$ cat src/rtl/fetch_stage.sv
// Instruction fetch stage: PC, single-outstanding imem request channel,
// one-entry skid buffer for stalled responses, and the IF/ID register.
module fetch_stage #(
    parameter logic [31:0] RESET_PC  = 32'h0000_0000,
    parameter logic [31:0] NOP_INSTR = 32'h0000_0013
) (
    input  logic        clk,
    input  logic        reset,
    input  logic        PCWrite,
    input  logic        IF_ID_Write,
    input  logic        branch_taken,
    input  logic [31:0] branch_target,
    output logic        imem_req_valid,
    input  logic        imem_req_ready,
    output logic [31:0] imem_addr,
    input  logic        imem_rsp_valid,
    input  logic [31:0] imem_rsp_data,
    output logic [31:0] IF_ID_pc,
    output logic [31:0] IF_ID_instr,
    output logic        IF_ID_valid
);

    typedef enum logic [2:0] {
        IDLE,
        REQ,
        WAIT,
        HOLD,
        DISCARD
    } state_t;

    state_t      state, state_nx;
    logic [31:0] pc;
    logic [31:0] skid;
    logic [31:0] instr;
    logic        rsp_ok;
    logic        have;
    logic        deliver;
    logic        fire;
    logic        capture;

    assign imem_req_valid = (state == REQ);
    assign imem_addr      = pc;
    assign fire           = imem_req_valid && imem_req_ready;

    // Responses outside WAIT are either stale (DISCARD) or protocol errors.
    assign rsp_ok  = imem_rsp_valid && (state == WAIT);
    assign have    = rsp_ok || (state == HOLD);
    assign instr   = (state == HOLD) ? skid : imem_rsp_data;
    assign deliver = PCWrite && IF_ID_Write && !branch_taken && have;

    always_comb begin
        state_nx = state;
        capture  = 1'b0;
        unique case (state)
            IDLE: state_nx = REQ;
            REQ: begin
                if (fire)
                    state_nx = branch_taken ? DISCARD : WAIT;
            end
            WAIT: begin
                if (branch_taken)
                    state_nx = imem_rsp_valid ? REQ : DISCARD;
                else if (imem_rsp_valid) begin
                    state_nx = deliver ? REQ : HOLD;
                    capture  = !deliver;
                end
            end
            HOLD: begin
                if (branch_taken || deliver)
                    state_nx = REQ;
            end
            DISCARD: begin
                // The in-flight response is consumed even if a new flush lands.
                if (imem_rsp_valid)
                    state_nx = REQ;
            end
            default: state_nx = IDLE;
        endcase
    end

    always_ff @(posedge clk or posedge reset) begin
        if (reset) begin
            state <= IDLE;
            pc    <= RESET_PC;
            skid  <= '0;
        end else begin
            state <= state_nx;
            if (capture)
                skid <= imem_rsp_data;
            if (branch_taken)
                pc <= {branch_target[31:2], 2'b00};
            else if (deliver)
                pc <= pc + 32'd4;
        end
    end

    always_ff @(posedge clk or posedge reset) begin
        if (reset) begin
            IF_ID_pc    <= '0;
            IF_ID_instr <= NOP_INSTR;
            IF_ID_valid <= 1'b0;
        end else if (branch_taken) begin
            IF_ID_instr <= NOP_INSTR;
            IF_ID_valid <= 1'b0;
        end else if (deliver) begin
            IF_ID_pc    <= pc;
            IF_ID_instr <= instr;
            IF_ID_valid <= 1'b1;
        end else if (IF_ID_Write) begin
            IF_ID_instr <= NOP_INSTR;
            IF_ID_valid <= 1'b0;
        end
    end

endmodule
$ cat config.mk
export PLATFORM = sky130hd
export DESIGN_NAME = fetch_stage
export DESIGN_NICKNAME = d
export VERILOG_FILES = /design/src/rtl/fetch_stage.sv
export SDC_FILE = /design/constraint.sdc
export NUM_CORES = 1
export LEC_CHECK = 0
export BUFFER_PORTS_ARGS = -buffer_cell sky130_fd_sc_hd__buf_2
export CAP_MARGIN = 25
export CORE_MARGIN = 3
export CORE_UTILIZATION = 47
export DETAILED_ROUTE_END_ITERATION = 10
export PLACE_DENSITY = 0.76
export SYNTH_ARGS = -nofsm -noshare
export SYNTH_HDL_FRONTEND = slang
export SYNTH_SLANG_ARGS = --single-unit
$ cat constraint.sdc
create_clock -name clk -period 3.68 [get_ports clk]
set_input_delay 0.184 -clock clk [delete_from_list [all_inputs] [get_ports clk]]
set_output_delay 0.184 -clock clk [all_outputs]
set_load 0.03 [all_outputs]
* After elaboration in Yosys (flattened, before gate mapping) *
Cells that the tools add are included.

cells by class
  multiply operators = 0
  magnitude comparators = 0
  add/subtract/negate cells = 1
  div/mod/pow operators = 0
  mux-type cells = 21
  eq/ne operators = 8
  shift operators = 0
  reduce and logical (&&, ||, !) cells = 14
  bitwise operators = 1

operators with widths
  cell                                                                      number
  32-bit two-way mux                                                        6
  32-bit by 3-bit adder with 32-bit output (second input constant)          1
  3-bit two-way mux                                                         7
  3-bit case mux with 5 select lines                                        1
  3-bit by 2-bit == test with 1-bit output (second input constant)          2
  1-bit two-way mux                                                         6
  1-bit logical AND                                                         5
  2-bit by 1-bit inequality test with 1-bit output (second input constant)  2
  4-bit AND reduction                                                       1
  3-bit by 1-bit == test with 1-bit output (second input constant)          1
  3-bit == test (second input constant)                                     1
  3-bit logical NOT                                                         1
  3-bit inequality test (second input constant)                             1
  3-bit nonzero test                                                        1
  1-bit logical NOT                                                         2
  1-bit logical OR                                                          2
  2-bit two-way mux                                                         1
  2-bit inequality test (second input constant)                             1
  2-bit AND reduction                                                       1
  2-bit nonzero test                                                        1
  1-bit inverter                                                            1

storage, ports and cells
  word-level logic and storage cells = 51
  memories = 0
  bits in read-only memories = 0
  bits of input ports = 71
  output and inout port bits = 98
  flip-flop bits (word level) = 132
  bits in latches = 0
  RAM bits = 0

* Logic depth before layout (Yosys ltp) *
  word-level depth = 8
  gate-level depth with buffers = 7
  mapped depth without buffers = 5

* Worst setup path after synthesis *
Ideal clock, no wire load.

  path type = reg2reg
  start point = reg pc[2] (netlist: imem_addr[2])
  end point = reg pc[26] (netlist: imem_addr[26])
  buffers on the path = 1
  setup slack = 1.444 ns
  arrival = 2.154 ns
  setup time = 0.082 ns
  required time = 3.598 ns
  stages on the path, launching flop included = 7
  clock period less this slack = 2.236 ns
  cell sequence = dfrtp_1 ha_1 nand4_1 or3b_2 clkbuf_1 or4_1 a31oi_1

between the ends
  longest elaborated chain between the ends = 3

RTL lines
  what                                      line  RTL
  start, declared                           32    logic [31:0] pc;
  start signal, assigned                    91    pc <= {branch_target[31:2], 2'b00};
  start signal, assigned                    93    pc <= pc + 32'd4;
  32-bit by 3-bit adder with 32-bit output  93
  32-bit two-way mux                        92    else if (deliver)
  32-bit two-way mux                        90    if (branch_taken)

Every way passes these cells. The select of a mux whose other input is x is not followed.
A chain may end at the register's enable or synchronous reset.

* Worst setup path in the final report *
Ends and elaborated chain as after synthesis.

==> metrics <==
Final Slew Violations 0; total die area around 0.014 mm²; power density cells about 660 mW/mm²; top-area cell type share of the netlist area 0.535; Flop pwr share 0.396; CP Class flop to flop; critical path data required time approximately 4 ns; # rows 40; FMAX roughly 0.43 GHz; Worst Setup SP imem_addr[2]$_DFFE_PP0P_; Hold Vio Cnt, Final 0; Detailed Route WL 14.6 mm; critical path's largest stage delay around 0.64 ns; Via density around 5.5; setup_tns 0 ns; Worst Hold Class primary input to flop; Starting DRT DRC Count approximately 350; fin nets roughly 760; actual slew at the worst max-slew pin 0.930 ns; CP Launch Type flop; worst-skew pair later-pin latency roughly 0.42 ns; Net Sw Power ~1600 µW; critical path arrival ~2.7 ns; r2r worst-path depth 5; core area 0.0121 mm²; top_reg_cell synth dfrtp_1; Combinational Power Share 0.248; Clock Tree Buf Depth 2; MaxCap Viol Count 0; CP Capture Type flop; Switching Fraction 0.317; DR pass1 iterations 4; CP max stage cell or3b_2; clk root buf clkbuf_16; sequential area share after synthesis 0.549; initial antenna violation count 2; crit path to imem_addr[26]$_DFFE_PP0P_; drt wl/cell approximately 17 µm; Power Internal ~3400 µW; CTS buffer count 17; Reg2Reg Setup Slack 1.37 ns; syn avg cell area approximately 11 µm²; CTS tree yes; Tcrit/Tclk final 0.628; Die H around 120 µm; worst reg2reg endpoint imem_addr[26]$_DFFE_PP0P_; Fillers 977; clk_skew between 0.005 and 0.006 ns; area leader, netlist dfrtp_1; total global routing track utilization 0.216; ranking of synthesized cells by area dfrtp_1, mux2_2, mux2i_1; total power ~5000 µW; Sinks on Clock Net between 100 and 150; Cell variety after synth 46; largest net degree at the start of global routing 66; maximum fanout along the worst path 8; EDFF count, synth 0; vias in the first global route just under 5k; Cells after Synth 516; RR Startpoint imem_addr[2]$_DFFE_PP0P_; Initial Util 0.485; area delta synth->final 29.4%; FF+latch count, synth between 100 and 150; io pins between 150 and 200; crit path cell chain ha_1 -> nand4_1 -> or3b_2 -> or4_1 -> a31oi_1; Reg clk slew, reported paths ~0.06 ns; number of routed nets with antenna violations 0; RSZ-0062 raised after global routing false; Post-CTS Setup Repair Bufs 0; hold_ws 0.0139 ns; Ys Warns 0; hpwl dp ~9.9 mm; H-tree Lvls 4; minimum clock period 2.31 ns; final setup fails 0; drt drc 0; leakage power total 0.00383 µW; maximum vdd drop between 0.4 and 0.5 mV; status complete, no violations; clock network fraction of total power 0.356; gr ovfl total 0; Slew headroom 0.380; share of cells above drive strength 1 0.403; Syn Std Cell Area around 0.0058 mm²; vias approximately 4.7k; Die Wd approximately 120 µm; PortBufs ~160; RePlAce Congestion 0.804; Async SR Flop Fraction 1.00; first-pass GRT wire length approximately 24 mm
## through the flow
stage	util	instance area, µm²	std cells	setup WS [ns]
floorplan	-	5860	519	0.0883
global placement	0.561	6760	818	1.47
detailed placement	0.562	6780	819	1.38
CTS	0.625	7540	864	1.35
global route	0.627	7560	867	1.22
finish	0.627	7560	867	1.37
## per-layer routing
| metal | GRT usage | vias up | wire (µm) |
|---|---|---|---|
| li1 | - | 2205 | - |
| met1 | 0.259 | 2333 | 5890 |
| met2 | 0.364 | 161 | 7460 |
| met3 | 0.0610 | 27 | 896 |
| met5 | 0 | - | 0 |
| met4 | 0.0945 | 0 | 361 |
## worst max-delay path: cells and delay by family (launching register included)
family / cells / cell delay [ns]
flops: 1 / 0.48
compound gates: 1 / 0.18
simple gates: 3 / 1.37
fa+ha+maj: 1 / 0.19
## cell type report
type	instances	area, µm²	area share
well taps	168	210	0.0278
diodes	2	5.00	0.000662
flip-flops and latches	128	3210	0.424
clock inverters	14	190	0.0251
inverters	9	36.3	0.00480
repair buffers	183	1020	0.135
multi-input cells	345	2450	0.325
clock buffers	18	439	0.0581
## Yosys cell counts (2+ instances only)
cell        n
nand2_1    60
nor2b_1     3
buf_2       5
o21ai_0    37
nand4b_1    2
a21oi_1     6
nand4_1     5
or4_1      21
clkbuf_1   24
xnor2_1     3
and2_1      2
inv_1       8
a311o_1     2
mux2i_1    33
o211ai_1    6
nand4_2     2
buf_1       3
xor2_1      4
nor2_1     19
nand3_1    14
a31oi_1    14
or3_1       3
or2_2       3
dfstp_2     3
and3_1      4
nor3_1      7
mux2_2     63
dfrtp_1   125
o31ai_1    15
buf_4       4
## worst min path at each step
stage / slack [ns] / start / cells after the start / end
global placement: 0.38 / reset / 2 / IF_ID_pc[28]$_DFFE_PP0P_
finish: 0.01 / imem_rsp_data[15] / 2 / skid[15]$_DFFE_PP0P_
floorplan: 0.28 / imem_rsp_valid / 1 / state[2]$_DFFE_PP0P_
detailed placement: 0.40 / branch_target[2] / 3 / imem_addr[2]$_DFFE_PP0P_
global route: 0.0002 / imem_rsp_data[8] / 2 / skid[8]$_DFFE_PP0P_
CTS: 0.002 / imem_rsp_data[15] / 2 / skid[15]$_DFFE_PP0P_
## power by group through the flow
stage                     clock network (µW)  logic (µW)  registers [µW]
after floorplan                            0         555            2270
after global placement                     0        1190            1940
after detailed placement                   0        1220            1980
after CTS                               1790        1240            1960
after global routing                    1870        1320            2010
final                                   1770        1230            1960
## layout by cell type (no fill, tap or decap), drive strengths merged, types with 13 or more instances in the layout
cell	count
buf	170
dlygate4sd3	13
nand2	60
a31oi	14
o31ai	15
o21ai	37
nor2	20
mux2i	33
dfrtp	125
mux2	63
or4	22
clkbuf	18
nand3	14
## cell families (layout without fill, tap and decap cells)
family | Yosys count | after routing | share of synthesized area
and+or+nand+nor | 151 | 151 | 0.133
DFF | 128 | 128 | 0.549
muxes | 96 | 96 | 0.178
AOI/OAI and AO/OA | 86 | 86 | 0.0927
buffers and inverters | 46 | 224 | 0.0345
xor gates and xnor gates | 7 | 7 | 0.0105
adders and majority gates | 1 | 1 | 0.00214
other | 1 | 6 | 0.000642
## repair_timing
item / CTS / global route
hold endpoints to repair: 75 / 0
resized for setup: 0 / 0
hold buffers: 13 / 0
## registers in the layout, indices dropped and copies added (netlist names)
signal	cells
IF_ID_valid	1
IF_ID_instr	32
imem_addr	30
skid	32
IF_ID_pc	30
state	3
Power figures use the tool's default switching activity.
